[src/rtl/shift_ex_stage_if.sv]
`default_nettype none
// ----------------------------------------------------------------------------
// shift_ex_stage_if : ID/EX, forwarding, hazard and EX/MEM signals of the shift stage
// Revision 1.0
// ----------------------------------------------------------------------------
interface shift_ex_stage_if #(
    parameter int DATA_W = 16,
    parameter int REG_W  = 4
);
    logic              id_valid;
    logic [1:0]        id_op;
    logic [REG_W-1:0]  id_rs_addr;
    logic [DATA_W-1:0] id_rs_data;
    logic [3:0]        id_imm;
    logic [REG_W-1:0]  id_rd_addr;

    logic              fwd_em_en;
    logic [REG_W-1:0]  fwd_em_addr;
    logic [DATA_W-1:0] fwd_em_data;
    logic              fwd_mw_en;
    logic [REG_W-1:0]  fwd_mw_addr;
    logic [DATA_W-1:0] fwd_mw_data;

    logic              stall;
    logic              flush;

    logic              ex_valid;
    logic [REG_W-1:0]  ex_rd_addr;
    logic [DATA_W-1:0] ex_result;
    logic              ex_z;

    modport master (
        output id_valid, id_op, id_rs_addr, id_rs_data, id_imm, id_rd_addr,
        output fwd_em_en, fwd_em_addr, fwd_em_data,
        output fwd_mw_en, fwd_mw_addr, fwd_mw_data,
        output stall, flush,
        input  ex_valid, ex_rd_addr, ex_result, ex_z
    );

    modport slave (
        input  id_valid, id_op, id_rs_addr, id_rs_data, id_imm, id_rd_addr,
        input  fwd_em_en, fwd_em_addr, fwd_em_data,
        input  fwd_mw_en, fwd_mw_addr, fwd_mw_data,
        input  stall, flush,
        output ex_valid, ex_rd_addr, ex_result, ex_z
    );
endinterface
`default_nettype wire

[src/rtl/shift_ex_stage.sv]
`default_nettype none
// ----------------------------------------------------------------------------
// shift_ex_stage : EX-stage SLL/SRA/ROR unit with operand forwarding and EX/MEM register
// Revision 1.0
// ----------------------------------------------------------------------------
module shift_ex_stage #(
    parameter int DATA_W = 16,
    parameter int REG_W  = 4
) (
    input  logic              clk,
    input  logic              rst_n,
    shift_ex_stage_if.slave   bus
);

    logic [DATA_W-1:0]   operand;
    logic [DATA_W-1:0]   shift_res;
    logic [2*DATA_W-1:0] rot_wide;

    logic              ex_valid_q,   ex_valid_d;
    logic [REG_W-1:0]  ex_rd_addr_q, ex_rd_addr_d;
    logic [DATA_W-1:0] ex_result_q,  ex_result_d;
    logic              ex_z_q,       ex_z_d;

    // Register 0 is hardwired zero, so it is never forwarded.
    always_comb begin
        operand = bus.id_rs_data;
        if (bus.id_rs_addr != '0) begin
            if (bus.fwd_em_en && (bus.fwd_em_addr == bus.id_rs_addr)) begin
                operand = bus.fwd_em_data;
            end else if (bus.fwd_mw_en && (bus.fwd_mw_addr == bus.id_rs_addr)) begin
                operand = bus.fwd_mw_data;
            end
        end
    end

    // Rotate by shifting a doubled copy right; the low half is the rotation.
    always_comb begin
        rot_wide  = {operand, operand} >> bus.id_imm;
        shift_res = operand;
        case (bus.id_op)
            2'b00:   shift_res = operand << bus.id_imm;
            2'b01:   shift_res = $signed(operand) >>> bus.id_imm;
            2'b10:   shift_res = rot_wide[DATA_W-1:0];
            default: shift_res = operand;
        endcase
    end

    always_comb begin
        ex_valid_d   = ex_valid_q;
        ex_rd_addr_d = ex_rd_addr_q;
        ex_result_d  = ex_result_q;
        ex_z_d       = ex_z_q;
        if (bus.flush) begin
            ex_valid_d = 1'b0;
        end else if (bus.stall) begin
            ex_valid_d = ex_valid_q;
        end else if (bus.id_valid) begin
            ex_valid_d   = 1'b1;
            ex_rd_addr_d = bus.id_rd_addr;
            ex_result_d  = shift_res;
            ex_z_d       = (shift_res == '0);
        end else begin
            ex_valid_d = 1'b0;
        end
    end

    always_ff @(posedge clk) begin
        if (!rst_n) begin
            ex_valid_q   <= 1'b0;
            ex_rd_addr_q <= '0;
            ex_result_q  <= '0;
            ex_z_q       <= 1'b0;
        end else begin
            ex_valid_q   <= ex_valid_d;
            ex_rd_addr_q <= ex_rd_addr_d;
            ex_result_q  <= ex_result_d;
            ex_z_q       <= ex_z_d;
        end
    end

    assign bus.ex_valid   = ex_valid_q;
    assign bus.ex_rd_addr = ex_rd_addr_q;
    assign bus.ex_result  = ex_result_q;
    assign bus.ex_z       = ex_z_q;

endmodule
`default_nettype wire

[src/flat_wrapper.sv]
// flat-port wrapper written by rule: the top's interface ports become plain ports
module shift_ex_stage_flat 
#(
    parameter int DATA_W = 16,
    parameter int REG_W  = 4
)
  (clk, rst_n, bus_id_valid, bus_id_op, bus_id_rs_addr, bus_id_rs_data, bus_id_imm, bus_id_rd_addr, bus_fwd_em_en, bus_fwd_em_addr, bus_fwd_em_data, bus_fwd_mw_en, bus_fwd_mw_addr, bus_fwd_mw_data, bus_stall, bus_flush, bus_ex_valid, bus_ex_rd_addr, bus_ex_result, bus_ex_z);
  shift_ex_stage_if #(.DATA_W(DATA_W), .REG_W(REG_W)) bus_i ();
  input  logic clk;
  input  logic rst_n;
  input wire logic [$bits(bus_i.id_valid)-1:0] bus_id_valid;
  input wire logic [$bits(bus_i.id_op)-1:0] bus_id_op;
  input wire logic [$bits(bus_i.id_rs_addr)-1:0] bus_id_rs_addr;
  input wire logic [$bits(bus_i.id_rs_data)-1:0] bus_id_rs_data;
  input wire logic [$bits(bus_i.id_imm)-1:0] bus_id_imm;
  input wire logic [$bits(bus_i.id_rd_addr)-1:0] bus_id_rd_addr;
  input wire logic [$bits(bus_i.fwd_em_en)-1:0] bus_fwd_em_en;
  input wire logic [$bits(bus_i.fwd_em_addr)-1:0] bus_fwd_em_addr;
  input wire logic [$bits(bus_i.fwd_em_data)-1:0] bus_fwd_em_data;
  input wire logic [$bits(bus_i.fwd_mw_en)-1:0] bus_fwd_mw_en;
  input wire logic [$bits(bus_i.fwd_mw_addr)-1:0] bus_fwd_mw_addr;
  input wire logic [$bits(bus_i.fwd_mw_data)-1:0] bus_fwd_mw_data;
  input wire logic [$bits(bus_i.stall)-1:0] bus_stall;
  input wire logic [$bits(bus_i.flush)-1:0] bus_flush;
  output wire logic [$bits(bus_i.ex_valid)-1:0] bus_ex_valid;
  output wire logic [$bits(bus_i.ex_rd_addr)-1:0] bus_ex_rd_addr;
  output wire logic [$bits(bus_i.ex_result)-1:0] bus_ex_result;
  output wire logic [$bits(bus_i.ex_z)-1:0] bus_ex_z;
  assign bus_i.id_valid = bus_id_valid;
  assign bus_i.id_op = bus_id_op;
  assign bus_i.id_rs_addr = bus_id_rs_addr;
  assign bus_i.id_rs_data = bus_id_rs_data;
  assign bus_i.id_imm = bus_id_imm;
  assign bus_i.id_rd_addr = bus_id_rd_addr;
  assign bus_i.fwd_em_en = bus_fwd_em_en;
  assign bus_i.fwd_em_addr = bus_fwd_em_addr;
  assign bus_i.fwd_em_data = bus_fwd_em_data;
  assign bus_i.fwd_mw_en = bus_fwd_mw_en;
  assign bus_i.fwd_mw_addr = bus_fwd_mw_addr;
  assign bus_i.fwd_mw_data = bus_fwd_mw_data;
  assign bus_i.stall = bus_stall;
  assign bus_i.flush = bus_flush;
  assign bus_ex_valid = bus_i.ex_valid;
  assign bus_ex_rd_addr = bus_i.ex_rd_addr;
  assign bus_ex_result = bus_i.ex_result;
  assign bus_ex_z = bus_i.ex_z;
  shift_ex_stage #(.DATA_W(DATA_W), .REG_W(REG_W)) u_core (.clk(clk), .rst_n(rst_n), .bus(bus_i));
endmodule
[config.mk]
export PLATFORM = sky130hd
export DESIGN_NAME = shift_ex_stage_flat
export DESIGN_NICKNAME = d
export VERILOG_FILES = /design/src/rtl/shift_ex_stage_if.sv /design/src/rtl/shift_ex_stage.sv /design/src/flat_wrapper.sv
export SDC_FILE = /design/constraint.sdc
export NUM_CORES = 1
export LEC_CHECK = 0
export CAP_MARGIN = 20
export CORE_AREA = 2 2 103 105
export CTS_CLUSTER_SIZE = 14
export DETAILED_ROUTE_END_ITERATION = 6
export DIE_AREA = 0 0 105 107
export HOLD_SLACK_MARGIN = 0.15
export PLACE_DENSITY = 0.68
export RECOVER_POWER = 50
export SLEW_MARGIN = 30
export SYNTH_ARGS = -nofsm -noshare
export SYNTH_HDL_FRONTEND = slang
export SYNTH_SLANG_ARGS = --single-unit
[constraint.sdc]
create_clock -name clk -period 4.7 [get_ports clk]
set_input_delay 0.94 -clock clk [delete_from_list [all_inputs] [get_ports clk]]
set_output_delay 0.94 -clock clk [all_outputs]
set_load 0.005 [all_outputs]
==> key figures <==
Outcome
  – Outcome: finished clean

Timing
  – RSZ-0062 raised after global routing: true
  – Skew final: 0 ns
  – Slew Limit Fails: 0
  – Total negative slack: 0 ns
  – Setup violators final: 0
  – Period utilisation layout: between 90% and 100%
  – Fmax: 0.220 GHz
  – Fin. Hold Viols: 0
  – Worst Tran Pin Value: between 0.8 and 0.9 ns
  – Hold Slack: roughly 0.47 ns
  – Rel. slew slack: roughly two fifths
  – Minimum clock period: 4.55 ns

Job
  – Max_cap viols: 0

Layout
  – Layout area overhead: 48.3%
  – Layout cells sized above 1: between 20% and 30%
  – Fillers: between 900 and 1000
  – Final Instance Count excl. Fillers: about 840
  – N_diodes: 0
  – Final-stage net count: 784

Critical path
  – Max stage delay on crit path: roughly 0.65 ns
  – Crit-path cells: clkdlybuf4s50_1 -> xnor2_1 -> and4_4 -> buf_12 -> a221oi_1 -> buf_4 -> nor3_1 -> buf_4 -> mux2i_1 -> o31ai_1 -> a221oi_1 -> o32ai_1 -> buf_4 -> a21oi_1 -> a21oi_1
  – Setup crit end kind: register
  – Worst endpoint data arrival time: between 4 and 5 ns
  – CP Launch Type: input pin
  – Slowest CP cell: o32ai_1
  – Most used cell along the critical path: buf_4
  – Crit-path max FO: 15
  – Worst setup path category: input pin to register
  – Req. time, crit path: around 4.9 ns

Die
  – DIE AREA: 0.0112 sq mm
  – # IOs: approximately 100
  – Die Ht: roughly 110 um
  – Initial Util: roughly 39%
  – Die Wd: between 100 and 150 um
  – Row count: 37
  – Core box area: around 0.01 sq mm

Synth
  – Syn Area/Cell: 7.40 sq um
  – Synth Area in XOR/XNOR: around 2.4%
  – Mapped Cells: between 500 and 600
  – Multiplexer area fraction after synthesis: ~8.1%
  – Ys async rst share: 0%
  – Yosys cell types: 75
  – Largest family of logic cells by synthesized area: compound AO/OA/AOI/OAI gates
  – Post-synth EDFFs: 0
  – Ys flop type: dfxtp_1
  – Seq cells post-synth: 22
  – Syn nets: slightly above 600
  – Post-synthesis instance area: about 0.0040 sq mm
  – Simple-Gate Fraction of Synth Area: 30.0%
  – Adder-Cell Fraction of Synth Area: 0%
  – Yosys warning count: 0
  – Compound-cell area share of the yosys netlist: approximately 42%
  – Register area share after synthesis: 11.1%

CTS
  – Clk_lat worst skew: 0.26 ns
  – Num CTS Buffers: 3
  – CTS H-tree lvls: 1
  – CTS tree: built
  – Root buf cell: clkbuf_8
  – CTS Sinks: 22
  – CTS max path bufs: 2
  – Clock slew at reported path FFs: ~0.080 ns

Detailed routing
  – Drt wl/cell: 23.6 um
  – WL final: between 15000 and 20000 um
  – DRC viols: 0
  – Routed Antenna Nets: 0
  – Vias per inst: 6.76
  – Vias after detailed routing: roughly 5700
  – Drt first pass iters: 5
  – First DRT Iteration DRCs: approximately 630

Placed design
  – Cells after DPL: ~840
  – PortBufs: 98
  – HPWL Detailed: 15900 um
  – GPL Wtd Cong: ~1.1

Power
  – Power density cells: around 170 mW/mm^2
  – Sw power: about 420 uW
  – Leakage: about 0.0023 uW
  – Cell Int Power: 565 uW
  – Switching share of total power: a little over two fifths
  – Clock network fraction of total power: around 14%
  – Logic pwr share: about 66%
  – Maximum vdd drop: between 100 and 150 uV
  – Sequential power share: between 20% and 30%
  – Final Power: 985 uW

Global routing
  – Vias in the first global route: 5458
  – Antenna violations before repair: 0
  – First-pass GRT wire length: 30600 um
  – Gr usage total: between 30 and 40%
  – Largest net degree at the start of global routing: 40
  – GRT Residual Overflow: 0

Worst hold path
  – Class of the worst hold path: register to register
layout make-up:
| cell class | count | area [sq um] | area share [%] |
|---|---|---|---|
| multi-input combinational | 463 | 3340 | 56.6 |
| inverter | 5 | 18.8 | 0.318 |
| tap | 136 | 170 | 2.88 |
| timing repair buffer | 212 | 1870 | 31.8 |
| sequential | 22 | 440 | 7.46 |
| clock buffer | 4 | 55.1 | 0.933 |
placed cells by master, fill, tap and decap left out, types with 5 or more instances in the layout:
master | netlist | routed
inv_1 | 5 | 5
clkdlybuf4s50_1 | 0 | 78
buf_4 | 3 | 111
and2_1 | 6 | 6
xnor2_1 | 5 | 5
a22oi_1 | 5 | 5
nor2_1 | 34 | 34
or3_1 | 14 | 14
nand2_1 | 54 | 54
o31ai_1 | 12 | 12
nor3_1 | 23 | 23
nor4_1 | 46 | 45
a221oi_2 | 6 | 7
nand4_1 | 7 | 7
mux2i_1 | 13 | 13
mux4_2 | 8 | 8
o211ai_1 | 10 | 10
a2111oi_0 | 7 | 5
nand3_1 | 9 | 9
a21oi_1 | 26 | 26
a211oi_1 | 9 | 9
dlygate4sd3_1 | 0 | 20
dfxtp_1 | 22 | 22
a21boi_0 | 6 | 6
o211a_1 | 9 | 9
o21ai_0 | 28 | 27
o22ai_1 | 12 | 12
a221oi_1 | 8 | 6
a31oi_1 | 9 | 9
a2111oi_2 | 9 | 8
layer usage:
layer  vias to the layer above  track usage (%)  part of all wire [%]
li1                       2559                -                     -
met1                      2643             42.3                    38
met2                       402             59.8                    47
met3                        88             4.62                   9.2
met4                         0             15.3                   6.2
met5                         -                0                     0
synth_stat cells (all sizes together), types with 8 or more instances:
cell / n / share of area [%]
a21oi: 26 / 3.3
mux2i: 13 / 3.3
nand2: 54 / 5.1
a31oi: 9 / 1.4
a211oi: 10 / 2.0
nor3: 23 / 2.9
mux4: 8 / 4.5
nor4: 48 / 7.9
a2111oi: 17 / 5.6
nand3: 9 / 1.1
o211ai: 10 / 1.9
a221oi: 16 / 5.3
o211a: 10 / 2.5
o22ai: 12 / 1.9
o31ai: 12 / 2.3
dfxtp: 22 / 11
buf: 15 / 2.6
o21ai: 30 / 3.8
clkbuf: 33 / 3.1
nand4: 8 / 1.4
nor2: 34 / 3.2
or3: 14 / 2.2
through the flow:
stage,instance area (sq um),utilization [%],setup slack [ns]
after floorplan,3980,-,0.879
after global placement,5790,57.4,-0.198
after detailed placement,5790,57.4,-0.165
after CTS,5850,57.9,0.104
after global routing,5900,58.5,-0.0837
final,5900,58.5,0.146
repair_timing:
action	CTS	global route
gates resized for setup	0	9
setup endpoints to repair	0	5
hold buffers	0	0
buffers inserted	0	1
critical path, delay by kind of cell:
family / cells / cell delay [ns]
buf+inv: 5 / 1.35
mux: 1 / 0.09
simple gates: 2 / 0.64
compound gates: 6 / 1.45
xor+xnor: 1 / 0.27
power groups by stage:
stage	Clock (uW)	Sequential [uW]	Combinational [uW]
after CTS	135	199	626
final	136	198	651
after global routing	143	199	685
after detailed placement	0	203	623
after floorplan	0	203	319
after global placement	0	202	624
logic make-up after synthesis:
| kind of cell | Yosys count |
|---|---|
| and+or+nand+nor | 225 |
| xor gates and xnor gates | 9 |
| DFF | 22 |
| buffers and inverters | 53 |
| AOI/OAI and AO/OA | 207 |
| muxes | 22 |
flip-flops by register name (all words and copies together) (netlist names):
signal	cells
u_core.bus.ex_z	1
u_core.bus.ex_result	16
u_core.bus.ex_valid	1
u_core.bus.ex_rd_addr	4
worst paths after layout:
check | startpoint | endpoint | slack, ns | cells after the start
setup reg to reg | u_core.bus.ex_result[10] | u_core.bus.ex_result[10] | 3.99 | 3
hold reg to reg | u_core.bus.ex_z | u_core.bus.ex_z | 0.47 | 2
hold / removal | u_core.bus.ex_z | u_core.bus.ex_z | 0.47 | 2
setup / recovery | bus_id_rs_addr[3] | u_core.bus.ex_result[2] | 0.15 | 15
Note: power is estimated with default switching activity, not from simulation.
